`config.mk`:
```
export PLATFORM = sky130hd
export DESIGN_NAME = cache_bank_arbiter_flat
export DESIGN_NICKNAME = d
export VERILOG_FILES = /design/src/rtl/cache_bank_arbiter_pkg.sv /design/src/rtl/cache_bank_arbiter_if.sv /design/src/rtl/cache_bank_arbiter_prio.sv /design/src/rtl/cache_bank_arbiter.sv /design/src/flat_wrapper.sv
export SDC_FILE = /design/constraint.sdc
export NUM_CORES = 1
export LEC_CHECK = 0
export CAP_MARGIN = 20
export CORE_AREA = 5 5 157 159
export DETAILED_ROUTE_END_ITERATION = 12
export DIE_AREA = 0 0 162 164
export HOLD_SLACK_MARGIN = 0.02
export PLACE_DENSITY = 0.57
export SLEW_MARGIN = 20
export SYNTH_ARGS = -nofsm -noshare
export SYNTH_HDL_FRONTEND = slang
export SYNTH_SLANG_ARGS = --single-unit
```
`constraint.sdc`:
```
create_clock -name clk -period 2.55 [get_ports clk]
set_input_delay 0.3825 -clock clk [delete_from_list [all_inputs] [get_ports clk]]
set_output_delay 0.3825 -clock clk [all_outputs]
set_load 0.05 [all_outputs]
```
`src/rtl/cache_bank_arbiter_pkg.sv`:
```
// Shared types and widths for the cache bank arbiter: state/op encodings and the write payload.
package cache_bank_arbiter_pkg;

    // Widths mirror the global cache bank address and data widths.
    localparam int unsigned ADR = 8;
    localparam int unsigned DAT = 32;
    localparam int unsigned NRD = 4;

    typedef enum logic [1:0] {
        ST_IDLE  = 2'd0,
        ST_READ  = 2'd1,
        ST_WRITE = 2'd2
    } state_e;

    typedef enum logic {
        OP_READ  = 1'b0,
        OP_WRITE = 1'b1
    } op_e;

    typedef struct packed {
        logic [ADR-1:0] addr;
        logic [DAT-1:0] data;
    } wr_pay_t;

endpackage

```
`src/rtl/cache_bank_arbiter_if.sv`:
```
// Client and bank RAM signal bundle; master is the arbiter side, slave the clients plus RAM.
interface cache_bank_arbiter_if;
    import cache_bank_arbiter_pkg::*;

    logic [NRD-1:0]          rd_req;
    logic [NRD-1:0][ADR-1:0] rd_addr;
    logic [NRD-1:0]          rd_valid;
    logic [NRD-1:0][DAT-1:0] rd_data;
    logic                    wr_req;
    logic [ADR-1:0]          wr_addr;
    logic [DAT-1:0]          wr_data;
    logic                    wr_ack;
    logic                    ram_cs;
    logic                    ram_we;
    logic                    ram_rd;
    logic [ADR-1:0]          ram_wa;
    logic [NRD-1:0][ADR-1:0] ram_ra;
    logic [DAT-1:0]          ram_din;
    logic [NRD-1:0][DAT-1:0] ram_dout;

    modport master (
        input  rd_req, rd_addr, wr_req, wr_addr, wr_data, ram_dout,
        output rd_valid, rd_data, wr_ack, ram_cs, ram_we, ram_rd, ram_wa, ram_ra, ram_din
    );

    modport slave (
        output rd_req, rd_addr, wr_req, wr_addr, wr_data, ram_dout,
        input  rd_valid, rd_data, wr_ack, ram_cs, ram_we, ram_rd, ram_wa, ram_ra, ram_din
    );

endinterface

```
`src/rtl/cache_bank_arbiter_prio.sv`:
```
// Read/write priority decision: picks the next RAM op and the read grant mask.
module cache_bank_prio
    import cache_bank_arbiter_pkg::*;
(
    input  logic [NRD-1:0] pend,
    input  logic           wr_req,
    input  op_e            last_op,
    input  state_e         state,
    output state_e         next_state_c,
    output logic [NRD-1:0] grant_c
);

    // A write just issued still shows wr_req at this edge, so never re-enter WRITE from WRITE.
    always_comb begin
        next_state_c = ST_IDLE;
        grant_c      = '0;
        if (pend != '0 && !wr_req) begin
            next_state_c = ST_READ;
        end else if (pend == '0 && wr_req && state != ST_WRITE) begin
            next_state_c = ST_WRITE;
        end else if (pend != '0 && wr_req) begin
            next_state_c = (last_op == OP_READ) ? ST_WRITE : ST_READ;
        end
        if (next_state_c == ST_READ) begin
            grant_c = pend;
        end
    end

endmodule

```
`src/rtl/cache_bank_arbiter.sv`:
```
// Cache bank arbiter: batches pending reads into one RAM read cycle and interleaves writes.
module cache_bank_arbiter
    import cache_bank_arbiter_pkg::*;
(
    input  logic                 clk,
    input  logic                 rst,
    cache_bank_arbiter_if.master bus
);

    state_e                  state_q, state_d;
    op_e                     last_op_q, last_op_d;
    logic [NRD-1:0]          gmask_q, gmask_d;
    logic [NRD-1:0]          rd_valid_q, rd_valid_d;
    logic                    wr_ack_q, wr_ack_d;
    logic                    ram_cs_q, ram_cs_d;
    logic                    ram_we_q, ram_we_d;
    logic                    ram_rd_q, ram_rd_d;
    logic [NRD-1:0][ADR-1:0] ram_ra_q, ram_ra_d;
    wr_pay_t                 wr_q, wr_d;

    logic [NRD-1:0] inflight;
    logic [NRD-1:0] pend;
    state_e         next_state;
    logic [NRD-1:0] grant;

    // Mask clients whose read is in the RAM now or whose data is being returned this cycle.
    always_comb begin
        inflight = (state_q == ST_READ) ? gmask_q : '0;
        pend     = bus.rd_req & ~inflight & ~rd_valid_q;
    end

    cache_bank_prio u_prio (
        .pend         (pend),
        .wr_req       (bus.wr_req),
        .last_op      (last_op_q),
        .state        (state_q),
        .next_state_c (next_state),
        .grant_c      (grant)
    );

    always_comb begin
        state_d    = next_state;
        gmask_d    = grant;
        last_op_d  = last_op_q;
        ram_ra_d   = ram_ra_q;
        wr_d       = wr_q;
        rd_valid_d = (state_q == ST_READ) ? gmask_q : '0;
        wr_ack_d   = (next_state == ST_WRITE);
        ram_cs_d   = (next_state != ST_IDLE);
        ram_we_d   = (next_state == ST_WRITE);
        ram_rd_d   = (next_state == ST_READ);
        if (next_state == ST_READ) begin
            last_op_d = OP_READ;
            for (int i = 0; i < NRD; i++) begin
                ram_ra_d[i] = grant[i] ? bus.rd_addr[i] : '0;
            end
        end
        if (next_state == ST_WRITE) begin
            last_op_d = OP_WRITE;
            wr_d.addr = bus.wr_addr;
            wr_d.data = bus.wr_data;
        end
    end

    always_ff @(posedge clk or posedge rst) begin
        if (rst) begin
            state_q    <= ST_IDLE;
            last_op_q  <= OP_WRITE;
            gmask_q    <= '0;
            rd_valid_q <= '0;
            wr_ack_q   <= 1'b0;
            ram_cs_q   <= 1'b0;
            ram_we_q   <= 1'b0;
            ram_rd_q   <= 1'b0;
            ram_ra_q   <= '0;
            wr_q       <= '0;
        end else begin
            state_q    <= state_d;
            last_op_q  <= last_op_d;
            gmask_q    <= gmask_d;
            rd_valid_q <= rd_valid_d;
            wr_ack_q   <= wr_ack_d;
            ram_cs_q   <= ram_cs_d;
            ram_we_q   <= ram_we_d;
            ram_rd_q   <= ram_rd_d;
            ram_ra_q   <= ram_ra_d;
            wr_q       <= wr_d;
        end
    end

    assign bus.rd_valid = rd_valid_q;
    assign bus.rd_data  = bus.ram_dout;
    assign bus.wr_ack   = wr_ack_q;
    assign bus.ram_cs   = ram_cs_q;
    assign bus.ram_we   = ram_we_q;
    assign bus.ram_rd   = ram_rd_q;
    assign bus.ram_ra   = ram_ra_q;
    assign bus.ram_wa   = wr_q.addr;
    assign bus.ram_din  = wr_q.data;

endmodule

```
`src/flat_wrapper.sv`:
```
// flat-port wrapper written by rule: the top's interface ports become plain ports
module cache_bank_arbiter_flat import cache_bank_arbiter_pkg::*;
  (clk, rst, bus_rd_req, bus_rd_addr, bus_wr_req, bus_wr_addr, bus_wr_data, bus_ram_dout, bus_rd_valid, bus_rd_data, bus_wr_ack, bus_ram_cs, bus_ram_we, bus_ram_rd, bus_ram_wa, bus_ram_ra, bus_ram_din);
  cache_bank_arbiter_if bus_i ();
  input  logic clk;
  input  logic rst;
  input wire logic [$bits(bus_i.rd_req)-1:0] bus_rd_req;
  input wire logic [$bits(bus_i.rd_addr)-1:0] bus_rd_addr;
  input wire logic [$bits(bus_i.wr_req)-1:0] bus_wr_req;
  input wire logic [$bits(bus_i.wr_addr)-1:0] bus_wr_addr;
  input wire logic [$bits(bus_i.wr_data)-1:0] bus_wr_data;
  input wire logic [$bits(bus_i.ram_dout)-1:0] bus_ram_dout;
  output wire logic [$bits(bus_i.rd_valid)-1:0] bus_rd_valid;
  output wire logic [$bits(bus_i.rd_data)-1:0] bus_rd_data;
  output wire logic [$bits(bus_i.wr_ack)-1:0] bus_wr_ack;
  output wire logic [$bits(bus_i.ram_cs)-1:0] bus_ram_cs;
  output wire logic [$bits(bus_i.ram_we)-1:0] bus_ram_we;
  output wire logic [$bits(bus_i.ram_rd)-1:0] bus_ram_rd;
  output wire logic [$bits(bus_i.ram_wa)-1:0] bus_ram_wa;
  output wire logic [$bits(bus_i.ram_ra)-1:0] bus_ram_ra;
  output wire logic [$bits(bus_i.ram_din)-1:0] bus_ram_din;
  assign bus_i.rd_req = bus_rd_req;
  assign bus_i.rd_addr = bus_rd_addr;
  assign bus_i.wr_req = bus_wr_req;
  assign bus_i.wr_addr = bus_wr_addr;
  assign bus_i.wr_data = bus_wr_data;
  assign bus_i.ram_dout = bus_ram_dout;
  assign bus_rd_valid = bus_i.rd_valid;
  assign bus_rd_data = bus_i.rd_data;
  assign bus_wr_ack = bus_i.wr_ack;
  assign bus_ram_cs = bus_i.ram_cs;
  assign bus_ram_we = bus_i.ram_we;
  assign bus_ram_rd = bus_i.ram_rd;
  assign bus_ram_wa = bus_i.ram_wa;
  assign bus_ram_ra = bus_i.ram_ra;
  assign bus_ram_din = bus_i.ram_din;
  cache_bank_arbiter u_core (.clk(clk), .rst(rst), .bus(bus_i));
endmodule
```
---- Word level (Yosys, flattened, before mapping) ----
Index checks and enable logic that the tools add are counted.
storage, ports and cells
  register bits after elaboration ......... 86
  input bits .............................. 207
  word-level logic and storage cells ...... 42
cells by class
  eq/ne operators ......................... 4
  mux-type cells .......................... 12
  bitwise gates (word level) .............. 4
  reductions and logical operators ........ 9
operators with widths
  cell                                           number
  two-way mux 8 bit                              4
  bitwise AND 4 bit                              2
  two-way mux 2 bit                              4
  two-way mux 4 bit                              2
  NOT 4 bit                                      2
  == test 2 x 1 -> 1 bit, second input constant  2
  logical AND 1 bit                              4
  logical NOT 4 bit                              1
  nonzero test 2 bit                             2
  nonzero test 4 bit                             1
  == test 2 bit, second input constant           1
  two-way mux 1 bit                              2
  inequality test 2 bit, second input constant   1
  logical NOT 1 bit                              1

---- Longest topological paths before layout ----
Gate-level depths: netlist of the first run.
  word-level depth ........................ 13
  mapped depth ............................ 10
  gate-level depth less buffers ........... 7

---- By module ----
Synthesis of the first run repeated with hierarchy kept, for this count alone.
unflattened totals
  cells, all modules ...................... 330
  area, all modules ....................... 4356.7 µm²
by module, submodules not included
  module              instances  cells an instance  area each (µm²)  seq. area each (µm²)
  cache_bank_arbiter  1          320                4282.9           2153.3
  cache_bank_prio     1          10                 73.8             0.0

---- Least setup slack after synthesis of the first run ----
Ideal clock, no wire load.
  path type ............................... register to register
  start ................................... register u_core.rd_valid_q[0], in the netlist u_core.bus.rd_valid[0]
  end ..................................... register u_core.wr_q, in the netlist u_core.bus.ram_din[12]
  arrival ................................. 2.548 ns
  path slack .............................. -0.123 ns
  stages on the path, launching flop included .. 9
  path buffers ............................ 3
  period minus slack after synthesis ...... 2.673 ns
  cell sequence ........................... dfrtp_1 > or3b_1 > buf_6 > and4_4 > mux2i_1 > ha_1 > clkbuf_1 > clkbuf_1 > mux2_2
on the way
  word-level cells in the longest chain between the ends .. 8
  elaborated cells between the ends (all ways) .. 12
RTL lines
  what                                                     RTL line                                                                                     text
  from (decl)                                              cache_bank_arbiter.sv:13                                                                     logic [NRD-1:0] rd_valid_q, rd_valid_d;
  from (signal assigned)                                   cache_bank_arbiter.sv:81                                                                     rd_valid_q <= rd_valid_d;
  NOT 4 bit *                                              cache_bank_arbiter.sv:29                                                                     pend = bus.rd_req & ~inflight & ~rd_valid_q;
  bitwise AND 4 bit *                                      cache_bank_arbiter.sv:29
  nonzero test 4 bit or logical NOT 4 bit (tied branches)  cache_bank_arbiter_prio.sv:17, cache_bank_arbiter_prio.sv:21, cache_bank_arbiter_prio.sv:19
  logical AND 1 bit, on equally long branches              cache_bank_arbiter_prio.sv:21, cache_bank_arbiter_prio.sv:19
  two-way mux 2 bit or logical AND 1 bit (tied branches)   cache_bank_arbiter_prio.sv:21, cache_bank_arbiter_prio.sv:19
  two-way mux 2 bit                                        cache_bank_arbiter_prio.sv:19                                                                end else if (pend == '0 && wr_req && state != ST_WRITE) begin
  two-way mux 2 bit *                                      cache_bank_arbiter_prio.sv:17                                                                if (pend != '0 && !wr_req) begin
  via u_core.next_state[1]                                 cache_bank_arbiter.sv:23                                                                     state_e next_state;
  == test 2 bit *                                          cache_bank_arbiter.sv:58                                                                     if (next_state == ST_WRITE) begin
  to (signal assigned)                                     cache_bank_arbiter.sv:87                                                                     wr_q <= wr_d;
  to (decl)                                                cache_bank_arbiter.sv:19                                                                     wr_pay_t wr_q, wr_d;
Mark *: on every way through the listed nets, which the timed path passes. The rest lies on a longest branch.
A chain may end at the register's enable or synchronous reset.

---- Final worst setup path of the first run ----
  start ................................... register u_core.state_q[0]
  end ..................................... register u_core.wr_q, in the netlist u_core.bus.ram_din[10]
on the way
  word-level cells in the longest chain between the ends .. 11
  elaborated cells between the ends (all ways) .. 16
RTL lines
  what                                                     RTL line                                                                                     text
  from (decl)                                              cache_bank_arbiter.sv:10                                                                     state_e state_q, state_d;
  from (signal assigned)                                   cache_bank_arbiter.sv:78                                                                     state_q <= state_d;
  == test 2 x 1 -> 1 bit *                                 cache_bank_arbiter.sv:28                                                                     inflight = (state_q == ST_READ) ? gmask_q : '0;
  two-way mux 4 bit *                                      cache_bank_arbiter.sv:28
  via u_core.inflight[0]                                   cache_bank_arbiter.sv:21                                                                     logic [NRD-1:0] inflight;
  NOT 4 bit *                                              cache_bank_arbiter.sv:29
  bitwise AND 4 bit * (2 in a row)                         cache_bank_arbiter.sv:29
  nonzero test 4 bit or logical NOT 4 bit (tied branches)  cache_bank_arbiter_prio.sv:17, cache_bank_arbiter_prio.sv:21, cache_bank_arbiter_prio.sv:19
  logical AND 1 bit, on equally long branches              cache_bank_arbiter_prio.sv:21, cache_bank_arbiter_prio.sv:19
  two-way mux 2 bit or logical AND 1 bit (tied branches)   cache_bank_arbiter_prio.sv:21, cache_bank_arbiter_prio.sv:19
  two-way mux 2 bit                                        cache_bank_arbiter_prio.sv:19
  two-way mux 2 bit *                                      cache_bank_arbiter_prio.sv:17
  via u_core.next_state[1]                                 cache_bank_arbiter.sv:23
  == test 2 bit *                                          cache_bank_arbiter.sv:58
Marked as above.

==> reports/qor.tcl, run 1 <==
set qor(fin_ws_ns) 0.131
set qor(setup.worst_path.start_class) {flip-flop}
set qor(avgRoutedWirePerCell_um) 18.0
set qor(floorplan.io_pins) 415
set qor(initial_utilization_pct) 18.5
set qor(fp.dieArea_um2) 26600
set qor(final_period_minus_worst_setup_slack_ns) 2.42
set qor(slew_viol_final) 0
set qor(worst_path_dominant_cell_family) {simple AND/OR/NAND/NOR gates}
set qor(power.combinational.fraction_pct) 53.6
set qor(clk_path_buf_depth) 2
set qor(critical_path.max_stage_delay_ns) 0.39
set qor(final_antenna_net_count) 0
set qor(drt-pass1-iter-count) 4
set qor(p_int_w) 0.00424
set qor(power_w) 0.00786
set qor(final_net_count) 620
set qor(global_route.overflow_total) 0
set qor(tightest_pin_transition_ns) 0.583
set qor(max_slew_margin_pct) 61.0
set qor(power_per_cell_area_nw_per_um2) 1390
set qor(cts_post_setup_buffers_inserted) 0
set qor(outcome) {completed}
set qor(antenna_cells) 0
set qor(yosys_register_bits) 86
set qor(clock-root-buffer) {sky130_fd_sc_hd__clkbuf_16}
set qor(core_um2) 23100
set qor(mappedNetlistArea_um2) 4280
set qor(cts_tree) {yes}
set qor(finalCritPeriodShare_pct) 94.9
set qor(maximum_number_of_pins_on_one_net_before_global_route_repair) 53
set qor(final-hold-violation-count) 0
set qor(syn-num-nets) 581
set qor(wl_mm) 12.7
set qor(synth.yosys.seq_area_share_pct) 50.3
set qor(gp_congestion) 0.736
set qor(total_switching_power_w) 0.00362
set qor(achievable-frequency_mhz) 413
set qor(setup_total_negative_slack_ns) 0
set qor(post-place-ws_ns) -0.157
set qor(detailed_place_hpwl_mm) 9.89
set qor(synthesis.instances) 370
set qor(leakage_power_figure_nw) 2.30
set qor(drv.max_cap_violation_count) 0
set qor(share_clk_of_total_power_pct) 17.4
set qor(first_global_vias) 3033
set qor(route.detailed.vias_per_inst) 3.80
set qor(timing_worst_setup_path_type) {reg2reg}
set qor(numClockSinks) 86
set qor(largest_fanout_on_the_critical_path) 34
set qor(syn_avg_cell_area_um2) 11.6
set qor(global_route_wire_length_before_repair_mm) 18.7
set qor(timing.critical_path.required_ns) 2.78
set qor(drcViolationCount) 0
set qor(layout.filler_cells) 2427
set qor(setup_viol_count_final) 0
set qor(rsz0062_at_grt) {false}
set qor(die_h_um) 164
set qor(worst_setup_path_end_kind) {flip-flop}
set qor(h-tree-depth) 3
set qor(yosys_cell_types) 25
set qor(detail_route.iter0.violations) 115
set qor(grt_antenna_before_repair) 0
set qor(crit_path_cell_trace) {and3b_2, or3b_1, and4_4, mux2i_1, ha_2, buf_12, mux2_2}
set qor(cts_hold_repair.buffers) 0
set qor(core.rowCount) 56
set qor(clock_insertion_delay_worst_skew_ns) 0.35
set qor(area_growth_pct) 32.5
set qor(synthesis.yosys.warnings) 0
set qor(cp_data_arrival_time_ns) 2.65
set qor(placement.io_buffers) 158
set qor(hp-class) {reg2reg}
set qor(cts-buffers-inserted) 9
set qor(worst_setup_hold_path_clk_slew_ns) 0.07
set qor(final.setup_skew_ns) 0.0116
set qor(layout-drive-gt1-share_pct) 18.8
set qor(post-route-util_pct) 24.5
set qor(dr_total_vias) 2675
set qor(cts.repair.resized) 0
set qor(grt_use_total_pct) 9.44
set qor(power_frac_seq_pct) 29.0
set qor(dieWidth_um) 162
set qor(crit_buf_inv) 1
set qor(power.switching_fraction_pct) 46.0
set qor(worst_ir_drop_vdd_mv) 0.653
set qor(crit_slowest_cell) {sky130_fd_sc_hd__dfrtp_1}
[kinds of logic after synthesis]
| kind of cell | after synthesis | share of synthesized area [%] |
|---|---|---|
| fa+ha+maj | 4 | 1.17 |
| mux | 42 | 11.1 |
| simple gates | 45 | 4.67 |
| buf+inv | 154 | 25.1 |
| compound gates | 39 | 7.71 |
| flops | 86 | 50.3 |
[metal layers]
metal  routed length [um]  vias to the layer above  global-route usage [%]
li1                     -                     1176                       -
met1                 4320                     1276                    9.44
met2                 6270                      156                    15.3
met3                 1430                       67                    4.64
met4                  641                        0                    6.88
met5                    0                        -                       0
[cell usage after synthesis (all sizes together)]
cell / instances / area share, %
dfrtp: 85 / 50
mux2i: 1 / 0.23
and2b: 1 / 0.20
nand2: 34 / 3.0
o21ai: 2 / 0.23
clkinv: 1 / 0.088
buf: 136 / 23
a21oi: 1 / 0.12
mux2: 41 / 11
clkbuf: 9 / 0.79
a211o: 3 / 0.61
a21o: 1 / 0.20
inv: 8 / 0.70
or3b: 1 / 0.20
o2bb2ai: 32 / 6.5
and2: 3 / 0.44
dfstp: 1 / 0.61
ha: 4 / 1.2
and4: 1 / 0.26
and3b: 1 / 0.23
nor2: 4 / 0.35
[worst register-to-register path: stages (launching register included)]
cell,delay [ns]
sky130_fd_sc_hd__dfrtp_1,0.39
sky130_fd_sc_hd__and3b_2,0.21
sky130_fd_sc_hd__or3b_1,0.39
sky130_fd_sc_hd__and4_4,0.24
sky130_fd_sc_hd__mux2i_1,0.22
sky130_fd_sc_hd__ha_2,0.26
sky130_fd_sc_hd__buf_12,0.21
sky130_fd_sc_hd__mux2_2,0.39
[placed cells by master (no fill, tap or decap), drive strengths merged, types with 2 or more instances in the layout]
cell type / instances
o21ai: 2
o2bb2ai: 32
mux2: 41
inv: 11
buf: 15
clkdlybuf4s50: 158
clkbuf: 10
nand2: 34
nor2: 4
and2: 3
a211o: 3
dfrtp: 85
ha: 4
clkinvlp: 2
[final timing paths]
kind                       cells past startpoint         startpoint  slack (ns)                     end
hold reg to reg                                1  u_core.gmask_q[2]        0.47  u_core.bus.rd_valid[2]
min in group asynchronous                      3                rst        0.50  u_core.bus.ram_din[19]
setup reg to reg                               7  u_core.state_q[0]        0.13  u_core.bus.ram_din[10]
hold / removal                                 1  u_core.gmask_q[2]        0.47  u_core.bus.rd_valid[2]
setup / recovery                               7  u_core.state_q[0]        0.13  u_core.bus.ram_din[10]
max in group asynchronous                      3                rst        1.73        u_core.last_op_q
[stage by stage]
step                cells  area, um^2  hold WS [ns]
floorplan             370        4290         0.455
global placement      688        5370         0.466
detailed placement    688        5370         0.474
CTS                   704        5670         0.480
global route          704        5670         0.500
finish                704        5670         0.474
[flip-flops by register name, summed over array words and instances (netlist names), 2 cells and up]
name                 flops
u_core.bus.ram_din      32
u_core.bus.rd_valid      4
u_core.state_q           2
u_core.bus.ram_wa        8
u_core.bus.ram_ra       32
u_core.gmask_q           4
[cell type report]
type                       count  area (um^2)  area share [%]
timing repair buffer         173         1760            31.0
clock inverter                 6         75.1            1.32
clock buffer                  10          229            4.04
sequential                    86         2150            38.0
tap                          290          363            6.40
inverter                       9         37.5           0.662
multi-input combinational    130         1060            18.7
[power groups by stage]
stage | logic, W | registers, W | clock network [W]
4_1_cts | 0.00427 | 0.00229 | 0.00143
6_report | 0.00421 | 0.00228 | 0.00137
3_5_place_dp | 0.00427 | 0.00229 | 0
2_1_floorplan | 0.00129 | 0.00416 | 0
5_1_grt | 0.00439 | 0.00235 | 0.00147
3_3_place_gp | 0.00422 | 0.00227 | 0
Note: power is estimated with default switching activity, not from simulation.
==> run 2, diff against run 1 <==
--- a/config.mk
+++ b/config.mk
@@ -11,6 +11,7 @@
 export DIE_AREA = 0 0 162 164
 export HOLD_SLACK_MARGIN = 0.02
 export PLACE_DENSITY = 0.57
+export REMOVE_ABC_BUFFERS = 1
 export SLEW_MARGIN = 20
 export SYNTH_ARGS = -nofsm -noshare
 export SYNTH_HDL_FRONTEND = slang
==> run 2 against run 1 <==
Net effect:
- die area stayed put
- highest routed layer is now met5
- sequential cell count stayed put
- global-route usage is 15 points higher
==> reports/qor.tcl, run 2 (same netlist as run 1, synthesis figures left out) <==
set qor(outcome) {completed}
set qor(layout.filler_cells) 2439
set qor(fin_ws_ns) 0.119
set qor(layout.cells.most_common_list) {sky130_fd_sc_hd__clkdlybuf4s50_1 (158), sky130_fd_sc_hd__dfrtp_1 (85), sky130_fd_sc_hd__mux2_2 (40)}
set qor(cts_post_setup_buffers_inserted) 0
set qor(die_h_um) 164
set qor(h-tree-depth) 3
set qor(drv.max_cap_violation_count) 0
set qor(final_antenna_net_count) 0
set qor(detail_route.iter0.violations) 133
set qor(most_common_cell_after_layout_fill_and_taps_aside) {sky130_fd_sc_hd__clkdlybuf4s50_1}
set qor(clock-root-buffer) {sky130_fd_sc_hd__clkbuf_16}
set qor(grt_use_total_pct) 24.6
set qor(wl_mm) 33.8
set qor(gp_congestion) 0.945
set qor(setup.worst_path.start_class) {flip-flop}
set qor(sequential_standard_cell_area_um2) 2150
set qor(final-hold-violation-count) 0
set qor(global_route.overflow_total) 0
set qor(worst_setup_hold_path_clk_slew_ns) 0.07
set qor(timing.critical_path.required_ns) 2.77
set qor(global_route_wire_length_before_repair_mm) 40.7
set qor(initial_utilization_pct) 18.5
set qor(maximum_number_of_pins_on_one_net_before_global_route_repair) 40
set qor(rsz0062_at_grt) {false}
set qor(clk_path_buf_depth) 2
set qor(area_growth_pct) 32.5
set qor(cts.repair.resized) 0
set qor(max_slew_margin_pct) 53.2
set qor(r2r_setup_slack_ns) 0.12
set qor(numClockSinks) 86
set qor(worst_setup_path_end_kind) {flip-flop}
set qor(achievable-frequency_mhz) 411
set qor(core.rowCount) 56
set qor(avgRoutedWirePerCell_um) 47.9
set qor(worst_ir_drop_vdd_mv) 0.571
set qor(final.hold.worst_slack_ns) 0.386
set qor(hp-class) {in2async}
set qor(dr_total_vias) 3001
set qor(final.setup_skew_ns) 0.0116
set qor(drcViolationCount) 0
set qor(route.detailed.vias_per_inst) 4.26
set qor(floorplan.io_pins) 415
set qor(cp_data_arrival_time_ns) 2.65
set qor(layout-drive-gt1-share_pct) 19.5
set qor(setup_viol_count_final) 0
set qor(final_period_minus_worst_setup_slack_ns) 2.43
set qor(largest_fanout_on_the_critical_path) 13
set qor(grt_antenna_before_repair) 0
set qor(post-place-ws_ns) -0.196
set qor(post-route-util_pct) 24.5
set qor(core_um2) 23100
set qor(final_net_count) 621
set qor(antenna_cells) 0
set qor(placement.io_buffers) 158
set qor(cts_hold_repair.buffers) 0
set qor(fp.dieArea_um2) 26600
set qor(dieWidth_um) 162
set qor(power_w) 0.00809
set qor(cts_tree) {yes}
set qor(leakage_power_figure_nw) 2.31
set qor(clock_insertion_delay_worst_skew_ns) 0.34
set qor(detailed_place_hpwl_mm) 31.1
set qor(tightest_pin_transition_ns) 0.699
set qor(multi_input_area_um2) 1070
set qor(finalCritPeriodShare_pct) 95.3
set qor(drt-pass1-iter-count) 4
set qor(timing_worst_setup_path_type) {reg2reg}
set qor(slew_viol_final) 0
set qor(first_global_vias) 3075
set qor(cts-buffers-inserted) 9
set qor(power_per_cell_area_nw_per_um2) 1430
run 2: cell count changes in the layout (fill, tap and decap cells not counted), moves of 2 or more:
| cell | change |
|---|---|
| sky130_fd_sc_hd__buf_12 | -3 |
| sky130_fd_sc_hd__buf_4 | +2 |
| sky130_fd_sc_hd__buf_6 | +2 |
| sky130_fd_sc_hd__clkinv_4 | +2 |
| sky130_fd_sc_hd__inv_6 | -3 |
run 2: worst paths after layout:
| check | start | endpoint | cells past startpoint |
|---|---|---|---|
| hold / removal | rst | u_core.bus.ram_din[7] | 2 |
| max in group asynchronous | rst | u_core.bus.ram_ra[9] | 3 |
| min in group clk | u_core.gmask_q[3] | u_core.bus.rd_valid[3] | 1 |
| hold reg to reg | u_core.gmask_q[3] | u_core.bus.rd_valid[3] | 1 |
| setup reg to reg | u_core.state_q[0] | u_core.bus.ram_din[28] | 7 |
| setup / recovery | u_core.state_q[0] | u_core.bus.ram_din[28] | 7 |
run 2: area by class of cell:
type / instances / area share (%)
clock buffer: 10 / 4.21
clock inverter: 6 / 1.37
inverter: 9 / 0.617
multi-input combinational: 130 / 18.9
sequential: 86 / 37.9
tap: 290 / 6.39
timing repair buffer: 174 / 30.6
run 2: power by group:
group / internal (W) / switching, W / leakage, nW / total, W
logic: 0.00152 / 0.00282 / 1.09 / 0.00434
clock network: 0.000804 / 0.000599 / 0.153 / 0.00140
registers: 0.00194 / 0.000411 / 1.07 / 0.00235
run 2: metal layers:
layer | track usage [%] | vias to the layer above | routed length (um)
li1 | - | 1179 | -
met1 | 15.3 | 1400 | 7130
met2 | 38.5 | 396 | 15100
met3 | 36.8 | 20 | 10800
met4 | 4.61 | 6 | 473
met5 | 4.92 | - | 191
run 2: metrics by stage:
stage | std cells | setup TNS, ns | cell area (um^2)
final | 705 | 0 | 5670
after global routing | 705 | 0 | 5670
after floorplan | 225 | -58.38 | 3240
after CTS | 705 | 0 | 5650
after detailed placement | 689 | -7.27 | 5340
after global placement | 689 | -4.92 | 5340
run 2: critical path, stage by stage (launching register included):
cell                      delay (ns)
sky130_fd_sc_hd__dfrtp_1        0.39
sky130_fd_sc_hd__and3b_2        0.22
sky130_fd_sc_hd__or3b_1         0.40
sky130_fd_sc_hd__and4_4         0.24
sky130_fd_sc_hd__mux2i_2        0.27
sky130_fd_sc_hd__ha_4           0.23
sky130_fd_sc_hd__buf_4          0.22
sky130_fd_sc_hd__mux2_2         0.36
